--- src/rtl/spi_move_slave.sv ---
// SPI mode-0 responder: receives 8-bit move frames and returns a status byte in the same frame.
// Optional even-parity check on bit 7 is built only when SPI_MOVE_PARITY_EN is defined.
module spi_move_slave #(
   parameter int unsigned SYNC_STAGES = 2,
   parameter int unsigned MAX_INDEX   = 8
) (
   input  logic       clk,
   input  logic       rst,
   input  logic       spi_sclk,
   input  logic       spi_cs_n,
   input  logic       spi_mosi,
   output logic       spi_miso,
   output logic       spi_miso_oe,
   input  logic [7:0] tx_status,
   output logic [4:0] move_index,
   output logic       move_valid,
   output logic       frame_err,
   output logic       busy
);

`ifdef SPI_MOVE_PARITY_EN
   localparam int unsigned RxW = 8;
`else
   // Without parity the first (parity) bit simply falls off the top of the shifter.
   localparam int unsigned RxW = 7;
`endif
   localparam int unsigned FlushCycles = SYNC_STAGES + 1;

   typedef enum logic [1:0] {StIdle, StShift, StDone} state_e;

   logic [SYNC_STAGES-1:0] sclk_sync_q, cs_sync_q, mosi_sync_q;
   logic                   sclk_prev_q, cs_prev_q;
   logic                   sclk_s, cs_s, mosi_s;
   logic                   sclk_rise, sclk_fall, cs_fall, cs_rise;

   logic [2:0]             flush_cnt_q;
   logic                   flush_done;
   logic                   armed_q;

   state_e                 state_q, state_d;
   logic [3:0]             bit_cnt_q, bit_cnt_d;
   logic                   overrun_q, overrun_d;
   logic [RxW-1:0]         rx_sr_q, rx_sr_d;
   logic [7:0]             tx_sr_q, tx_sr_d;
   logic                   miso_q, miso_d;
   logic [4:0]             move_index_q, move_index_d;
   logic                   move_valid_q, move_valid_d;
   logic                   frame_err_q, frame_err_d;

   logic                   idx_ok, cmd_ok, parity_ok, frame_good;

   always_ff @(posedge clk or posedge rst) begin
      if (rst) begin
         sclk_sync_q <= '0;
         cs_sync_q   <= '1;
         mosi_sync_q <= '0;
         sclk_prev_q <= 1'b0;
         cs_prev_q   <= 1'b1;
      end else begin
         sclk_sync_q <= {sclk_sync_q[SYNC_STAGES-2:0], spi_sclk};
         cs_sync_q   <= {cs_sync_q[SYNC_STAGES-2:0], spi_cs_n};
         mosi_sync_q <= {mosi_sync_q[SYNC_STAGES-2:0], spi_mosi};
         sclk_prev_q <= sclk_s;
         cs_prev_q   <= cs_s;
      end
   end

   assign sclk_s    = sclk_sync_q[SYNC_STAGES-1];
   assign cs_s      = cs_sync_q[SYNC_STAGES-1];
   assign mosi_s    = mosi_sync_q[SYNC_STAGES-1];
   assign sclk_rise = sclk_s & ~sclk_prev_q;
   assign sclk_fall = ~sclk_s & sclk_prev_q;
   assign cs_fall   = ~cs_s & cs_prev_q;
   assign cs_rise   = cs_s & ~cs_prev_q;

   // A frame already running when reset releases must be skipped: only arm once the
   // synchronizers have flushed and cs_n is seen high.
   assign flush_done = (flush_cnt_q == 3'(FlushCycles));

   always_ff @(posedge clk or posedge rst) begin
      if (rst) begin
         flush_cnt_q <= '0;
         armed_q     <= 1'b0;
      end else begin
         if (!flush_done) flush_cnt_q <= flush_cnt_q + 3'd1;
         if (flush_done && cs_s) armed_q <= 1'b1;
      end
   end

   assign idx_ok = (32'(rx_sr_q[4:0]) <= MAX_INDEX);
   assign cmd_ok = (rx_sr_q[6:5] == 2'b01);
`ifdef SPI_MOVE_PARITY_EN
   assign parity_ok = ~^rx_sr_q;
`else
   assign parity_ok = 1'b1;
`endif
   assign frame_good = (bit_cnt_q == 4'd8) && !overrun_q && cmd_ok && idx_ok && parity_ok;

   always_ff @(posedge clk or posedge rst) begin
      if (rst) begin
         state_q      <= StIdle;
         bit_cnt_q    <= '0;
         overrun_q    <= 1'b0;
         rx_sr_q      <= '0;
         tx_sr_q      <= '0;
         miso_q       <= 1'b0;
         move_index_q <= '0;
         move_valid_q <= 1'b0;
         frame_err_q  <= 1'b0;
      end else begin
         state_q      <= state_d;
         bit_cnt_q    <= bit_cnt_d;
         overrun_q    <= overrun_d;
         rx_sr_q      <= rx_sr_d;
         tx_sr_q      <= tx_sr_d;
         miso_q       <= miso_d;
         move_index_q <= move_index_d;
         move_valid_q <= move_valid_d;
         frame_err_q  <= frame_err_d;
      end
   end

   always_comb begin
      state_d      = state_q;
      bit_cnt_d    = bit_cnt_q;
      overrun_d    = overrun_q;
      rx_sr_d      = rx_sr_q;
      tx_sr_d      = tx_sr_q;
      miso_d       = miso_q;
      move_index_d = move_index_q;
      move_valid_d = 1'b0;
      frame_err_d  = 1'b0;

      unique case (state_q)
         StIdle: begin
            // sclk edges here are ignored, including one coinciding with cs_fall.
            if (cs_fall && armed_q) begin
               state_d   = StShift;
               tx_sr_d   = tx_status;
               miso_d    = tx_status[7];
               bit_cnt_d = '0;
               overrun_d = 1'b0;
               rx_sr_d   = '0;
            end
         end
         StShift: begin
            if (cs_rise) begin
               state_d = StDone;
               miso_d  = 1'b0;
               if (frame_good) begin
                  move_valid_d = 1'b1;
                  move_index_d = rx_sr_q[4:0];
               end else begin
                  frame_err_d = 1'b1;
               end
            end else begin
               if (sclk_rise) begin
                  if (bit_cnt_q < 4'd8) begin
                     rx_sr_d   = {rx_sr_q[RxW-2:0], mosi_s};
                     bit_cnt_d = bit_cnt_q + 4'd1;
                  end else begin
                     overrun_d = 1'b1;
                  end
               end
               if (sclk_fall) begin
                  tx_sr_d = {tx_sr_q[6:0], 1'b0};
                  miso_d  = tx_sr_q[6];
               end
            end
         end
         StDone: begin
            state_d = StIdle;
         end
         default: begin
            state_d = StIdle;
         end
      endcase
   end

   assign busy        = (state_q == StShift);
   assign spi_miso_oe = (state_q == StShift);
   assign spi_miso    = miso_q;
   assign move_index  = move_index_q;
   assign move_valid  = move_valid_q;
   assign frame_err   = frame_err_q;

endmodule

--- config.mk ---
export PLATFORM = sky130hd
export DESIGN_NAME = spi_move_slave
export DESIGN_NICKNAME = d
export VERILOG_FILES = /design/src/rtl/spi_move_slave.sv
export SDC_FILE = /design/constraint.sdc
export NUM_CORES = 1
export LEC_CHECK = 0
export CORE_MARGIN = 2
export CORE_UTILIZATION = 30
export CTS_CLUSTER_SIZE = 10
export DETAILED_ROUTE_END_ITERATION = 8
export PLACE_DENSITY_LB_ADDON = 0.25
export SLEW_MARGIN = 10
export SYNTH_ARGS = -nofsm -noshare
export SYNTH_HDL_FRONTEND = slang
export SYNTH_SLANG_ARGS = --single-unit
export TNS_END_PERCENT = 30
--- constraint.sdc ---
create_clock -name clk -period 2 [get_ports clk]
set_input_delay 0.4 -clock clk [delete_from_list [all_inputs] [get_ports clk]]
set_output_delay 0.4 -clock clk [all_outputs]
set_load 0.01 [all_outputs]
==> metrics, run 1 <==
largest net degree at the start of global routing 42; RSZ-0062 raised after global routing false; r2r setup slk 0.28 ns; # diodes 0; top cell type's share of synthesized area 53.52%; first-pass GRT wire length 5.996 mm; post-synthesis register bit count 41; most frequent cells in the layout 38 x dfrtp_1, 25 x nand2_1, 20 x clkdlybuf4s50_1; Final period util 86.23%; Routed Antenna Nets 0; cell taking the most area after synthesis dfrtp_1; Tmin final 1.725 ns; core area 0.005816 mm^2; CP Max Fanout 9; Final Hold Fails 0; most common cell after layout, fill and taps aside dfrtp_1; WL per Instance 13.26 um; top cells by area, synth dfrtp_1 54%, nand2_1 5.3%, mux2_2 5.1%, mux2i_1 4.5%, dfstp_2 4.4%; worst setup margin 0.2754 ns; share of post-route cells with drive strength above 1 17.88%; CTS tree done; Syn. warnings 0; Die W 80.96 um; drc violations 0; final count of negative-setup-slack endpoints 0; setup bufs post-CTS 0; Hold Path Class flip-flop to flip-flop; root buf cell clkbuf_8; antenna violations before repair 0; PD cells 955.9 mW/mm^2; vias in the first global route 1207; Cell Area, Placed 0.002085 mm^2; IO Count 23; Critical Path Sink Type flip-flop; Lkg Pwr 1.004 nW; net count reported at finish 195; async set or reset register ratio after synthesis 100.0%; Synth Instances 150; Fmax 0.5798 GHz; Initial Utilization 30.55%; crit path kind flip-flop to flip-flop; DR vias/cell 4.528; slew margin rel. 66.61%; initial detailed-routing violation count 91; GR Overflow Total 0; library cells used by synthesis 37; sum of negative setup slack 0 ns; worst skew pair latency 0.29 ns; Rows 28; Least-Margin Pin Slew 0.5009 ns; Mapped Area 0.001777 mm^2; clk buf depth 2; clock-pin slew on the worst setup and hold paths 0.08 ns; routed via count 1150; CP Data Required Time 2.18 ns; Util after Layout 37.37%; RD Place Congestion 0.7401; hold buffers post-CTS 0; Total Routing Usage GR 12.11%; htree depth 2; area of the multi-input gates 669.4 um^2; clk_skew 0.007269 ns; Crit path arrival time 1.90 ns; CP Launch Type flip-flop; synthesized area per cell 11.84 um^2; Port Buffers 22; CTS buffer count 5; syn nets 167; Max IR drop VDD 0.0004110 V; detailed placer's ending HPWL 2.402 mm; status completed; Die Span Y 80.96 um; die area 0.006554 mm^2; final wirelength 3.369 mm; DP Worst Slack 0.2764 ns; fill cell count 610; Area Overhead vs Synth 22.32%; clock tree sinks 41; number of max-cap violations 0; sequential fraction of the synthesis area 57.96%; Pre-Repair DR Iteration Count 5; FF/Latch Area 0.001030 mm^2; EDFF count, synth 0; Top FF cell, synth dfrtp_1; post-route cell area 0.002173 mm^2; Slew Viols, Final 0; WHS 0.3529 ns
-- final cells by class --
cell class / instances / area share, %
repair buffers: 25 / 11.23
well taps: 75 / 4.318
inverters: 13 / 2.245
flip-flops and latches: 41 / 47.38
multi-input cells: 92 / 30.80
clock inverters: 2 / 0.6908
clock buffers: 6 / 3.339
-- stage by stage --
stage / instances / total power (W)
after detailed placement: 246 / 0.001578
final: 254 / 0.002078
after floorplan: 150 / 0.001410
after CTS: 254 / 0.002106
after global routing: 254 / 0.002218
after global placement: 246 / 0.001553
-- report_power, final --
group	internal, W	switching (W)	leakage [nW]	total, W
Sequential	0.000963	0.0000809	0.515	0.00104
Clock	0.000246	0.000282	0.0374	0.000527
Combinational	0.000240	0.000267	0.451	0.000507
-- worst max-delay path: stages (launching register included) --
cell and delay, ns:
dfstp_2 0.56, nand4bb_1 0.23, nor2_4 0.10, o21ai_4 0.38, mux2_4 0.34
-- cell usage after synthesis, types with 2 or more instances --
cell	n
mux2i_1	8
mux2_2	8
nand2_1	25
mux2_4	2
nor2b_1	2
nand2b_1	3
inv_1	12
o21ai_1	3
a21oi_1	2
dfstp_2	3
nor2_1	6
buf_2	2
nor3_1	3
ha_1	4
dfrtp_1	38
o21ai_0	8
-- cell families (layout without fill, tap and decap cells) --
kind of cell / count (synthesis) / count (layout) / synth area share, %
multiplexers: 18 / 18 / 11.27
XOR/XNOR: 1 / 1 / 0.4930
AND/OR/NAND/NOR: 47 / 47 / 13.94
buffers and inverters: 17 / 46 / 4.366
adder cells (fa/ha/maj): 4 / 4 / 2.817
AO/OA/AOI/OAI: 22 / 22 / 9.156
flip-flops: 41 / 41 / 57.96
-- sequential cells by signal (all words and copies together), names as in the netlist, 2 cells and up --
| name | flops |
|---|---|
| bit_cnt_q | 4 |
| cs_sync_q | 2 |
| flush_cnt_q | 3 |
| mosi_sync_q | 2 |
| move_index | 5 |
| rx_sr_q | 7 |
| sclk_sync_q | 2 |
| state_q | 2 |
| tx_sr_q | 7 |
-- what timing repair did --
action                                  in CTS  in global routing
endpoints found under the setup margin       2                  1
pin swaps                                    0                  0
gates cloned                                 0                  0
gates resized for setup                      1                  1
-- final timing paths --
| check | startpoint | end | cells past startpoint |
|---|---|---|---|
| worst min register to register | sclk_sync_q[0] | sclk_sync_q[1] | 0 |
| worst max-delay path | cs_sync_q[1] | rx_sr_q[6] | 4 |
| min in group asynchronous | rst | move_index[1] | 3 |
| worst max register to register | cs_sync_q[1] | rx_sr_q[6] | 4 |
| worst min-delay path | sclk_sync_q[0] | sclk_sync_q[1] | 0 |
| max in group asynchronous | rst | cs_prev_q | 3 |
-- routing by layer --
layer	part of all wire, %	track usage [%]	up-vias	wire length [um]
met2	48	19.17	26	1609
li1	-	-	554	-
met3	4.2	3.667	5	142
met1	47	15.41	565	1573
met5	0	0	-	0
met4	1.3	5.085	0	44
(Power assumes the default switching activity.)
==> run 2, diff against run 1 <==
--- a/config.mk
+++ b/config.mk
@@ -5,11 +5,14 @@
 export SDC_FILE = /design/constraint.sdc
 export NUM_CORES = 1
 export LEC_CHECK = 0
+export ABC_AREA = 1
 export CORE_MARGIN = 2
 export CORE_UTILIZATION = 30
 export CTS_CLUSTER_SIZE = 10
 export DETAILED_ROUTE_END_ITERATION = 8
 export PLACE_DENSITY_LB_ADDON = 0.25
+export RECOVER_POWER = 25
+export SKIP_CTS_REPAIR_TIMING = 1
 export SLEW_MARGIN = 10
 export SYNTH_ARGS = -nofsm -noshare
 export SYNTH_HDL_FRONTEND = slang
==> metrics, run 2 <==
final count of negative-setup-slack endpoints 0 (unchanged); Lkg Pwr 1.057 nW (+5.3%); DR vias/cell 4.281 (-5.4%); r2r setup slk 0.51 ns (+0.23 ns); Final period util 95.58% (+9.3 points); Fmax 0.5231 GHz (-9.8%); # diodes 0 (unchanged); worst skew pair latency 0.29 ns (about the same); Critical Path Sink Type output pin; Tmin final 1.912 ns (+0.1870 ns); library cells used by synthesis 24 (-35%); RD Place Congestion 0.7020 (-5.1%); slew margin rel. 34.11% (-32 points); Synth Instances 199 (+33%); Slew Viols, Final 0 (unchanged); CP Max Fanout 8 (-1); routed via count 1293 (+12%); CP Launch Type flip-flop; net count reported at finish 243 (+25%); Levels on crit path 2 (-2); Critical Path Max Stage Delay 0.58 ns (+0.02 ns); GR Overflow Total 0 (unchanged); detailed placer's ending HPWL 2.155 mm (-10%); Total Routing Usage GR 11.02% (-1.1 points); Cell Area, Placed 0.002091 mm^2 (+0.30%); clk buf depth 2 (unchanged); most frequent cells in the layout 80 x nand2_1, 38 x dfrtp_1, 18 x clkdlybuf4s50_1; crit path kind flip-flop to output pin; drc violations 0 (unchanged); WL per Instance 10.54 um (-21%); Least-Margin Pin Slew 0.9883 ns (+0.4875 ns); slowest cell on the critical path clkdlybuf4s50_1; initial detailed-routing violation count 47 (-48%); number of max-cap violations 0 (unchanged); Top FF cell, synth dfrtp_1; Mapped Area 0.001778 mm^2 (about the same); largest net degree at the start of global routing 42 (unchanged); Rows 28 (unchanged); clock tree sinks 41 (unchanged); final wirelength 3.182 mm (-5.6%); async set or reset register ratio after synthesis 100.0% (unchanged); Max IR drop VDD 0.0003646 V (-11%); worst-case reg-to-reg path depth 9 (+5); Initial Utilization 30.57% (about the same); Die W 80.99 um (about the same); most common cell after layout, fill and taps aside nand2_1; clk_skew 0.003365 ns (-0.003905 ns); vias in the first global route 1172 (-2.9%); CTS buffer count 5 (unchanged); most frequent cells after synthesis 80 x nand2_1, 38 x dfrtp_1, 14 x inv_1, 13 x o21ai_1, 11 x nand3_1; worst path bufs/invs 1 (+1); sequential fraction of the synthesis area 57.92% (about the same); Util after Layout 37.44% (+0.065 points); die area 0.006559 mm^2 (about the same); Hold Path Class flip-flop to flip-flop; top cells by area, synth dfrtp_1 53%, nand2_1 17%, dfstp_2 4.4%, o21ai_1 3.7%, nand3_1 3.1%; clock-pin slew on the worst setup and hold paths 0.07 ns (about the same); sum of negative setup slack 0 ns (unchanged); Pre-Repair DR Iteration Count 4 (-1); CP Cell Sequence nor2_4, clkdlybuf4s50_1; Routed Antenna Nets 0 (unchanged); status completed; synthesized area per cell 8.934 um^2 (-25%); root buf cell clkbuf_8; cell taking the most area after synthesis dfrtp_1; post-route cell area 0.002177 mm^2 (+0.17%); Area Overhead vs Synth 22.45%; Port Buffers 22 (unchanged); CP delay by family, top buffers and inverters; first-pass GRT wire length 5.375 mm (-10%); WHS 0.3536 ns (+0.0007540 ns); CP Data Required Time 1.60 ns (-0.58 ns); core area 0.005816 mm^2 (unchanged); antenna violations before repair 0 (unchanged); hold path depth 0 (unchanged); RSZ-0062 raised after global routing false; top cell type's share of synthesized area 53.48% (about the same); Syn. warnings 0 (unchanged); EDFF count, synth 0 (unchanged); Crit path arrival time 1.51 ns (-0.39 ns); Die Span Y 80.99 um (about the same); share of post-route cells with drive strength above 1 10.13% (-7.7 points); CTS tree done; htree depth 2 (unchanged); cell with the most instances after synthesis nand2_1; PD cells 972.4 mW/mm^2 (+1.7%); post-synthesis register bit count 41 (unchanged); syn nets 216 (+29%); Final Hold Fails 0 (unchanged); IO Count 23 (unchanged)
run 2: logic make-up (layout without fill, tap and decap cells):
family	after synthesis	in the layout	share of synthesized area, %
xor gates and xnor gates	2	2	0.9854
muxes	1	1	0.6333
buffers and inverters	22	50	5.841
adders and majority gates	4	4	2.815
and+or+nand+nor	112	112	26.88
AOI/OAI and AO/OA	17	17	4.926
DFF	41	41	57.92
run 2: worst paths after layout:
path,endpoint,startpoint
worst min-delay path,sclk_sync_q[1],sclk_sync_q[0]
worst max register to register,move_index[3],bit_cnt_q[0]
worst max-delay path,spi_miso_oe,state_q[1]
max in group asynchronous,move_index[3],rst
worst min register to register,sclk_sync_q[1],sclk_sync_q[0]
min in group asynchronous,flush_cnt_q[2],rst
run 2: layout make-up:
type,instances,area (um^2)
multi-input combinational,136,644.4
fill,641,3638
tap,75,93.84
clock buffer,7,96.34
inverter,16,60.06
timing repair buffer,26,247.7
clock inverter,1,5.005
sequential,41,1030
run 2: where the power goes:
part	leakage [nW]	internal, W	switching, W
Clock	0.0542	0.000312	0.000270
Combinational	0.483	0.000194	0.000293
Sequential	0.520	0.000960	0.0000890
Total	1.06	0.00147	0.000652
run 2: layer usage:
layer,track usage (%),vias up,wire [um]
li1,-,680,-
met1,14.26,585,1577
met2,16.69,23,1396
met3,3.000,5,123
met4,6.102,0,83
met5,0,-,0
run 2: metrics by stage:
step           worst slack (ns)  power (W)  cells
4_1_cts                 0.06305   0.002158    302
3_3_place_gp             0.4026   0.001561    294
2_1_floorplan            0.6590   0.001401    199
6_report                0.08841   0.002117    302
5_1_grt                0.008452   0.002273    302
3_5_place_dp             0.3993   0.001562    294
==> run 3, diff against run 2 <==
--- a/config.mk
+++ b/config.mk
@@ -6,8 +6,7 @@
 export NUM_CORES = 1
 export LEC_CHECK = 0
 export ABC_AREA = 1
-export CORE_MARGIN = 2
-export CORE_UTILIZATION = 30
+export CORE_UTILIZATION = 45
 export CTS_CLUSTER_SIZE = 10
 export DETAILED_ROUTE_END_ITERATION = 8
 export PLACE_DENSITY_LB_ADDON = 0.25
==> metrics, run 3 (synthesis results as in run 2) <==
Hold Path Class flip-flop to flip-flop; CP Cell Sequence inv_2, nor2_4, clkdlybuf4s50_1; DR vias/cell 4.805 (+12%); most common cell after layout, fill and taps aside nand2_1; CP Launch Type flip-flop; clock-pin slew on the worst setup and hold paths 0.07 ns (about the same); root buf cell clkbuf_8; fill cell count 349 (-46%); final count of negative-setup-slack endpoints 0 (unchanged); first-pass GRT wire length 5.485 mm (+2.0%); Final Hold Fails 0 (unchanged); slew margin rel. 27.87% (-6.2 points); Lkg Pwr 1.050 nW (-0.65%); die area 0.004206 mm^2 (-36%); sum of negative setup slack 0 ns (unchanged); largest net degree at the start of global routing 22 (-48%); final wirelength 3.246 mm (+2.0%); WL per Instance 11.72 um (+11%); Fmax 0.5334 GHz (+2.0%); detailed placer's ending HPWL 2.266 mm (+5.2%); Final period util 93.75% (-1.8 points); Levels on crit path 3 (+1); share of post-route cells with drive strength above 1 9.607% (-0.53 points); Crit path arrival time 1.47 ns (-0.04 ns); vias in the first global route 1242 (+6.0%); routed via count 1331 (+2.9%); Slew Viols, Final 0 (unchanged); antenna violations before repair 0 (unchanged); worst setup margin 0.1251 ns (+0.03668 ns); Tmin final 1.875 ns (-0.03668 ns); DP Worst Slack 0.3741 ns (-0.02525 ns); Initial Utilization 47.85% (+17 points); CTS tree done; Least-Margin Pin Slew 1.082 ns (+0.09364 ns); # diodes 0 (unchanged); CP Max Fanout 8 (unchanged); Die W 64.86 um (-20%); htree depth 2 (unchanged); Routed Antenna Nets 0 (unchanged); slowest cell on the critical path clkdlybuf4s50_1; total power draw 0.002057 W (-2.8%); PD cells 963.8 mW/mm^2 (-0.89%); number of max-cap violations 0 (unchanged); GR Overflow Total 0 (unchanged); CP delay by family, top buffers and inverters; Total Routing Usage GR 17.60% (+6.6 points); clk buf depth 2 (unchanged); Critical Path Max Stage Delay 0.57 ns (about the same); CP Data Required Time 1.60 ns (about the same); Rows 22 (-21%); status completed; net count reported at finish 245 (+0.82%); Pre-Repair DR Iteration Count 4 (unchanged); hold path depth 0 (unchanged); drc violations 0 (unchanged); Die Span Y 64.86 um (-20%); Critical Path Sink Type output pin; worst path bufs/invs 2 (+1); RSZ-0062 raised after global routing false; clock tree sinks 41 (unchanged); core area 0.003716 mm^2 (-36%); initial detailed-routing violation count 34 (-28%); worst skew pair latency 0.29 ns (about the same); clk_skew 0.003880 ns (+0.0005150 ns); crit path kind flip-flop to output pin; Area Overhead vs Synth 20.06%; Port Buffers 22 (unchanged); RD Place Congestion 0.7567 (+7.8%); IO Count 23 (unchanged); CTS buffer count 5 (unchanged); most frequent cells in the layout 80 x nand2_1, 38 x dfrtp_1, 18 x clkdlybuf4s50_1; Max IR drop VDD 0.0005121 V (+40%); worst-case reg-to-reg path depth 7 (-2)
==> run 3: cell count changes in the layout (fill, tap and decap cells not counted), sizes merged <==
cell / change
buf: +1
clkinv: +1
==> run 3: worst paths after layout <==
check	start	endpoint	slack, ns
max in group asynchronous	rst	move_index[3]	0.46
setup / recovery	state_q[0]	spi_miso_oe	0.13
setup reg to reg	cs_sync_q[1]	rx_sr_q[3]	0.36
hold / removal	mosi_sync_q[0]	mosi_sync_q[1]	0.35
min in group asynchronous	rst	sclk_prev_q	0.87
hold reg to reg	mosi_sync_q[0]	mosi_sync_q[1]	0.35
==> run 3: final cells by class <==
cell class | instances | area [um^2] | area share (%)
well taps | 48 | 60.06 | 2.814
flip-flops and latches | 41 | 1030 | 48.24
multi-input cells | 136 | 644.4 | 30.19
clock buffers | 6 | 72.57 | 3.400
inverters | 16 | 60.06 | 2.814
repair buffers | 28 | 257.7 | 12.08
clock inverters | 2 | 10.01 | 0.4689
==> run 3: report_power, final <==
group / internal [W] / switching [W] / total (W)
combinational: 0.000202 / 0.000291 / 0.000493
sequential: 0.000960 / 0.0000895 / 0.00105
clock: 0.000242 / 0.000273 / 0.000514
==> run 3: metal layers <==
layer / up-vias / GRT usage, % / wire length [um]
li1: 682 / - / -
met5: - / 0 / 0
met2: 23 / 28.13 / 1499
met4: 0 / 5.833 / 48
met1: 620 / 22.36 / 1561
met3: 6 / 5.810 / 137
==> run 3: through the flow <==
stage               utilization, %  instances  instance area (um^2)  hold slack (ns)
floorplan                        -        199                  1778           0.3312
global route                 57.44        277                  2135           0.3572
finish                       57.44        277                  2135           0.3528
global placement             55.22        268                  2052           0.3339
detailed placement           55.22        268                  2052           0.3389
CTS                          57.44        276                  2135           0.3557
